File: src/rtl/uart_rx_engine.sv
`default_nettype none
// +--------------------------------------------------------------------------+
// | Module   : uart_rx_engine                                                |
// | Desc     : Mid-bit sampling UART receiver with parity/stop checking and  |
// |            a ready/clear handshake. Define RX_SYNC_EN to add a 2-flop    |
// |            input synchronizer for external pins.                         |
// | Revision : 1.0  initial release                                          |
// +--------------------------------------------------------------------------+
module uart_rx_engine #(
    parameter int KW = 20
) (
    input  logic          clk,
    input  logic          reset,
    input  logic [KW-1:0] K,
    input  logic          EIGHT,
    input  logic          PEN,
    input  logic          OHEL,
    input  logic          RX_in,
    input  logic          CLR_RDY,
    output logic          RXRDY,
    output logic [7:0]    DATA,
    output logic          PERR,
    output logic          FERR,
    output logic          OVF
);

    typedef enum logic [1:0] {
        S_IDLE  = 2'd0,
        S_START = 2'd1,
        S_DATA  = 2'd2
    } state_t;

    logic w_rx;

`ifdef RX_SYNC_EN
    logic [1:0] sync_q;
    always_ff @(posedge clk) begin
        if (reset) sync_q <= 2'b11;
        else       sync_q <= {sync_q[0], RX_in};
    end
    assign w_rx = sync_q[1];
`else
    assign w_rx = RX_in;
`endif

    state_t        state_q, state_d;
    logic [KW-1:0] cnt_q, cnt_d;
    logic [3:0]    bit_q, bit_d;
    logic [9:0]    sr_q, sr_d;
    logic          eight_q, eight_d, pen_q, pen_d, ohel_q, ohel_d;
    logic          rxrdy_q, perr_q, ferr_q, ovf_q;
    logic [7:0]    data_q;

    logic          w_done;
    logic [3:0]    w_nbits;
    logic [3:0]    w_shift;
    logic [8:0]    w_aligned;
    logic [7:0]    w_data;
    logic          w_par;
    logic          w_perr;
    logic          w_ferr;

    // Frame geometry comes from the configuration latched at start confirm
    assign w_nbits   = 4'd9 + {3'b000, eight_q} + {3'b000, pen_q};
    assign w_shift   = 4'd11 - w_nbits;
    assign w_aligned = 9'(sr_q >> w_shift);
    assign w_data    = eight_q ? w_aligned[7:0] : {1'b0, w_aligned[6:0]};
    assign w_par     = eight_q ? w_aligned[8] : w_aligned[7];
    assign w_perr    = pen_q & ((^w_data ^ w_par) != ohel_q);
    assign w_ferr    = ~sr_q[9];

    always_ff @(posedge clk) begin
        if (reset) begin
            state_q <= S_IDLE;
            cnt_q   <= '0;
            bit_q   <= '0;
            sr_q    <= '0;
            eight_q <= 1'b0;
            pen_q   <= 1'b0;
            ohel_q  <= 1'b0;
        end else begin
            state_q <= state_d;
            cnt_q   <= cnt_d;
            bit_q   <= bit_d;
            sr_q    <= sr_d;
            eight_q <= eight_d;
            pen_q   <= pen_d;
            ohel_q  <= ohel_d;
        end
    end

    always_comb begin
        state_d = state_q;
        cnt_d   = cnt_q;
        bit_d   = bit_q;
        sr_d    = sr_q;
        eight_d = eight_q;
        pen_d   = pen_q;
        ohel_d  = ohel_q;
        w_done  = 1'b0;
        unique case (state_q)
            S_IDLE: begin
                cnt_d = '0;
                if (!w_rx) state_d = S_START;
            end
            S_START: begin
                cnt_d = cnt_q + KW'(1);
                if (cnt_q == (K >> 1) - KW'(1)) begin
                    cnt_d = '0;
                    if (w_rx) begin
                        state_d = S_IDLE;
                    end else begin
                        state_d = S_DATA;
                        bit_d   = 4'd1;
                        sr_d    = '0;
                        eight_d = EIGHT;
                        pen_d   = PEN;
                        ohel_d  = OHEL;
                    end
                end
            end
            S_DATA: begin
                if (bit_q == w_nbits) begin
                    w_done  = 1'b1;
                    state_d = S_IDLE;
                    cnt_d   = '0;
                end else begin
                    cnt_d = cnt_q + KW'(1);
                    // Counter restarts at every sample so timing never drifts
                    if (cnt_q == K - KW'(1)) begin
                        cnt_d = '0;
                        sr_d  = {w_rx, sr_q[9:1]};
                        bit_d = bit_q + 4'd1;
                    end
                end
            end
            default: state_d = S_IDLE;
        endcase
    end

    always_ff @(posedge clk) begin
        if (reset) begin
            rxrdy_q <= 1'b0;
            data_q  <= '0;
            perr_q  <= 1'b0;
            ferr_q  <= 1'b0;
            ovf_q   <= 1'b0;
        end else if (w_done) begin
            data_q  <= w_data;
            perr_q  <= w_perr;
            ferr_q  <= w_ferr;
            rxrdy_q <= 1'b1;
            // A simultaneous clear wins over the overflow this frame would raise
            ovf_q   <= CLR_RDY ? 1'b0 : (ovf_q | rxrdy_q);
        end else if (CLR_RDY) begin
            rxrdy_q <= 1'b0;
            ovf_q   <= 1'b0;
        end
    end

    assign RXRDY = rxrdy_q;
    assign DATA  = data_q;
    assign PERR  = perr_q;
    assign FERR  = ferr_q;
    assign OVF   = ovf_q;

endmodule
`default_nettype wire

File: config.mk
export PLATFORM = sky130hd
export DESIGN_NAME = uart_rx_engine
export DESIGN_NICKNAME = d
export VERILOG_FILES = /design/src/rtl/uart_rx_engine.sv
export SDC_FILE = /design/constraint.sdc
export NUM_CORES = 1
export LEC_CHECK = 0
export BUFFER_PORTS_ARGS = -buffer_cell sky130_fd_sc_hd__buf_2
export CAP_MARGIN = 20
export CORE_UTILIZATION = 45
export CTS_BUF_LIST = sky130_fd_sc_hd__clkbuf_16
export CTS_CLUSTER_SIZE = 8
export DETAILED_ROUTE_END_ITERATION = 8
export HOLD_SLACK_MARGIN = 0.1
export PLACE_DENSITY = 0.71
export SKIP_CTS_REPAIR_TIMING = 1
export SLEW_MARGIN = 20
export SYNTH_ARGS = -nofsm -noshare
export SYNTH_HDL_FRONTEND = slang
export SYNTH_SLANG_ARGS = --single-unit
File: constraint.sdc
create_clock -name clk -period 4.5 [get_ports clk]
set_input_delay 0.45 -clock clk [delete_from_list [all_inputs] [get_ports clk]]
set_output_delay 0.45 -clock clk [all_outputs]
set_load 0.03 [all_outputs]
Word level (Yosys, flattened, before mapping)

Cells that the tools add are included.

Add/subtract/negate cells: 7
Eq/ne operators: 12
Shifts and indexed selects: 1
Mux-type cells: 27
Bitwise gates (word level): 5
Reductions and logical operators: 8

Operators with widths:

| kind                  | count |
|---|---|
| $mux 20               | 3 |
| $pmux 20 s3           | 1 |
| $eq 20x20->1          | 2 |
| $mux 10               | 4 |
| $add 20x1->20 const B | 1 |
| $pmux 10 s2           | 1 |
| $sub 19x1->20 const B | 1 |
| $sub 20x1->20 const B | 1 |
| $mux 4                | 4 |
| $ne 2x2->1 const B    | 6 |
| $shr 10x4->9          | 1 |
| $mux 2                | 4 |
| $mux 8                | 1 |
| $pmux 4 s2            | 1 |
| $reduce_xor 8->1      | 1 |
| $mux 1                | 7 |
| $pmux 2 s3            | 1 |
| $reduce_and 3->1      | 2 |
| $reduce_and 5->1      | 1 |
| $add 4x1->4           | 1 |
| $add 4x1->4 const A   | 1 |
| $add 4x1->4 const B   | 1 |
| $eq 4x4->1            | 1 |
| $reduce_bool 2->1     | 2 |
| other kinds (10)      | 11 |

Register bits: 51
Input port bits: 27

Longest topological paths before layout

Depth in word-level cells: 9
Gate-level depth with buffers: 14

Worst setup path after synthesis

Ideal clock, no wire load.

Path type: in2reg
Start point: input K[4]
End point: register sr_q[8]
Setup time: 117 ps
Data arrival time: 3429 ps
Path slack: 955 ps
Stages: 11
Path buffers: 2
Cells stage by stage: buf_6 or4_1 or4_1 nor3_1 xor2_1 or4_4 nor4_4 a21o_4 o21ai_2 buf_6 a22o_1

Cells in the longest elaborated chain, start to end: 4
Elaborated cells between the ends (all ways): 7
Classes of those cells: add/sub: 2; eq/ne: 4; reduce/logical: 1

Ends and longest elaborated chain:

| what                                           | RTL line | text |
|---|---|---|
| start, declared                                | 14       | `input logic [KW-1:0] K,` |
| $sub 20x1->20 or $sub 19x1->20 (tied branches) | 130, 108 |  |
| $eq 20x20->1 (on tied branches)                | 130, 108 |  |
| $ne 2x2->1 (no line)                           | --       |  |
| $reduce_and 5->1 (no line) (*)                 | --       |  |
| end signal, assigned                           | 85       | `sr_q <= sr_d;` |
| end, declared                                  | 49       | `logic [9:0] sr_q, sr_d;` |

Every way passes the cells marked *; elsewhere a longest branch is shown, timed or not.
A chain may end at the register's enable or synchronous reset.

Worst setup path after layout

Start point: input K[3]
End point: register bit_q[1]

Cells in the longest elaborated chain, start to end: 4
Elaborated cells between the ends (all ways): 7
Classes of those cells: add/sub: 2; eq/ne: 4; reduce/logical: 1

Ends and longest elaborated chain:

| what                                           | RTL line | text |
|---|---|---|
| $sub 20x1->20 or $sub 19x1->20 (tied branches) | 130, 108 |  |
| $eq 20x20->1 (on tied branches)                | 130, 108 |  |
| $ne 2x2->1 (no line)                           | --       |  |
| $reduce_and 5->1 (no line) (*)                 | --       |  |
| end signal, assigned                           | 84       | `bit_q <= bit_d;` |
| end, declared                                  | 48       | `logic [3:0] bit_q, bit_d;` |

Marks and branches as above.

==> impl_metrics.json <==
{
  "status": "finished, final reports clean",
  "ir_worst_vdd_mv": 0.217,
  "setup_viol_count_final": 0,
  "total_power_uw": 971,
  "finClkSkew_ns": 0.00910,
  "numCtsBuffers": 5,
  "fmax_mhz": 282,
  "grt_first_pass_wirelength_um": 14800,
  "layout_common_cells": "51 x dfxtp_1, 44 x xnor2_1, 38 x buf_2, 36 x nor2_1, 35 x nand2_1",
  "seq_area_um2": 1020,
  "postSynthAreaPerCell_um2": 8.12,
  "finalMaxSlewViolations": 0,
  "p_sw_uw": 257,
  "num_io_pins": 39,
  "drive_gt1_frac": 0.132,
  "die_w_um": 95.3,
  "cts_root_buf": "clkbuf_16",
  "holdWs_ns": 0.325,
  "powerDensity_nw_per_um2": 227,
  "synth_seq_area_share": 0.260,
  "grt_max_degree": 31,
  "antenna_found_initial": 0,
  "drc": 0,
  "num-nets-final": 535,
  "stdcell_area_um2": 4280,
  "slew_headroom": 0.505,
  "pwr-share-clk": 0.401,
  "switching_share": 0.264,
  "synth_edf_count": 0,
  "grtUsageTotal": 0.205,
  "cp-start-kind": "input pin",
  "worstHoldPathType": "input pin to flop",
  "crit_type": "input pin to flop",
  "ant_nets": 0,
  "critPathMaxFanout": 14,
  "tightest_slew_ns": 0.735,
  "core_area_um2": 8340,
  "start_util": 0.470,
  "clock_sinks": 51,
  "syn_nets": 519,
  "htreeDepth": 2,
  "via_per_inst": 5.79,
  "clkLatencyLatePin_ns": 0.29,
  "grt_setup_unrepaired": "no",
  "overflow": 0,
  "setup_ws_ns": 0.956,
  "dp_hpwl_um": 6760,
  "dr.pass1.iters": 4,
  "intPower_uw": 714,
  "cts_tree": "done",
  "finalSetupTns_ns": 0,
  "synth_cell_type_count": 67,
  "synth_cells": 483,
  "grt_pass1_vias": 3241,
  "ys_ff_latch": 51,
  "clock_path_buffers": 2,
  "gp_congestion": 0.890,
  "hold_viol": 0,
  "wl_per_cell_um": 14.6,
  "die_h_um": 95.3,
  "drt-total-wl_um": 8830,
  "arrival_ns": 3.73,
  "place_area_um2": 4130,
  "synth_flop_cell": "dfxtp_1",
  "fin_crit_ns": 3.54,
  "yosysWarnings": 0,
  "endpoint_kind": "flop",
  "drtIter0Drc": 124,
  "mostFrequentLayoutCell": "dfxtp_1",
  "drv_cap": 0,
  "vias": 3504,
  "n_fill_cell": 801,
  "p_seq_frac": 0.469,
  "die_area_um2": 9090,
  "pre_cts_ws_ns": 0.681,
  "required_ns": 4.68,
  "fin_crit_sh": 0.787,
  "p_comb_frac": 0.130,
  "io_buffers": 38,
  "leakagePower_uw": 0.00170,
  "syn_area_um2": 3920,
  "area_delta_synth_final_pct": 9.19,
  "ys_async_sr_fraction": 0,
  "n_antenna_cell": 0,
  "path_clk_slew_ns": 0.07,
  "multi_input_comb_area_um2": 2690,
  "rows": 33
}
per-layer routing:
layer / GRT usage / wire length (um)
met3: 0.0311 / 348
met5: 0 / 0
met4: 0.0720 / 179
met1: 0.249 / 3900
met2: 0.364 / 4400
final timing paths:
kind / from / to / slack [ns] / cells after the start
worst max-delay path: K[3] / bit_q[1] / 0.96 / 10
worst min-delay path: CLR_RDY / OVF / 0.32 / 2
worst max register to register: cnt_q[5] / bit_q[1] / 1.22 / 9
worst min register to register: PERR / PERR / 0.46 / 2
through the flow:
step | cells | utilization
6_report | 605 | 0.513
5_1_grt | 605 | 0.513
4_1_cts | 605 | 0.513
3_5_place_dp | 597 | 0.495
3_3_place_gp | 597 | 0.495
2_1_floorplan | 483 | -
power by group through the flow:
stage	registers [uW]	logic, uW	clock network (uW)
finish	456	126	389
detailed placement	466	125	0
global placement	466	122	0
floorplan	466	89.9	0
CTS	456	126	403
global route	456	139	419
registers in the layout, indices dropped and copies added, names as in the netlist:
register,count
ohel_q,1
pen_q,1
sr_q,10
FERR,1
bit_q,4
state_q,2
OVF,1
RXRDY,1
cnt_q,20
DATA,8
eight_q,1
PERR,1
cell type report:
type,instances,area share
inverter,16,0.0140
clock buffer,5,0.0292
clock inverter,3,0.00614
timing repair buffer,43,0.0532
tap,105,0.0307
multi-input combinational,382,0.628
sequential,51,0.239
cells in the mapped netlist, drive strengths merged, types with 2 or more instances:
master,instances,area (um2)
o31ai,2,15.0
o31a,3,26.3
nand2b,10,62.6
inv,15,56.3
a21oi,20,100
mux2i,17,170
and3,9,56.3
nor4b,3,26.3
a31o,3,26.3
a211o,3,26.3
a211oi,7,52.6
mux2,2,22.5
or3,5,36.3
xor2,24,210
nor3,14,70.1
o211ai,2,15.0
a21o,10,82.6
xnor2,44,385
nor4bb,2,20.0
nor2,37,141
or4,6,52.6
a41oi,3,26.3
nor4,17,128
nand4,6,37.5
a31oi,3,18.8
ha,9,113
nand3,13,65.1
nor3b,7,52.6
a22o,11,96.3
and4b,2,20.0
nand2,35,131
and2,3,18.8
o21bai,8,60.1
nor2b,8,50.1
dfxtp,51,1020
buf,7,48.8
clkbuf,27,101
o21ai,16,83.8
worst max-delay path, cell delays in order:
cell	delay, ns
buf_2	0.18
or4_1	0.58
nor4_1	0.58
nand2_1	0.14
xnor2_1	0.16
a2111o_1	0.45
nor4_4	0.57
a21o_4	0.19
o21ai_2	0.14
a22o_1	0.27
cells by family after synthesis:
group | after synthesis | share of synthesized area
AND/OR/NAND/NOR | 180 | 0.254
adder cells (fa/ha/maj) | 9 | 0.0287
multiplexers | 19 | 0.0492
XOR/XNOR | 68 | 0.152
AO/OA/AOI/OAI | 106 | 0.202
flip-flops | 51 | 0.260
buffers and inverters | 50 | 0.0536
No activity file was read; power rests on OpenSTA's default activity.
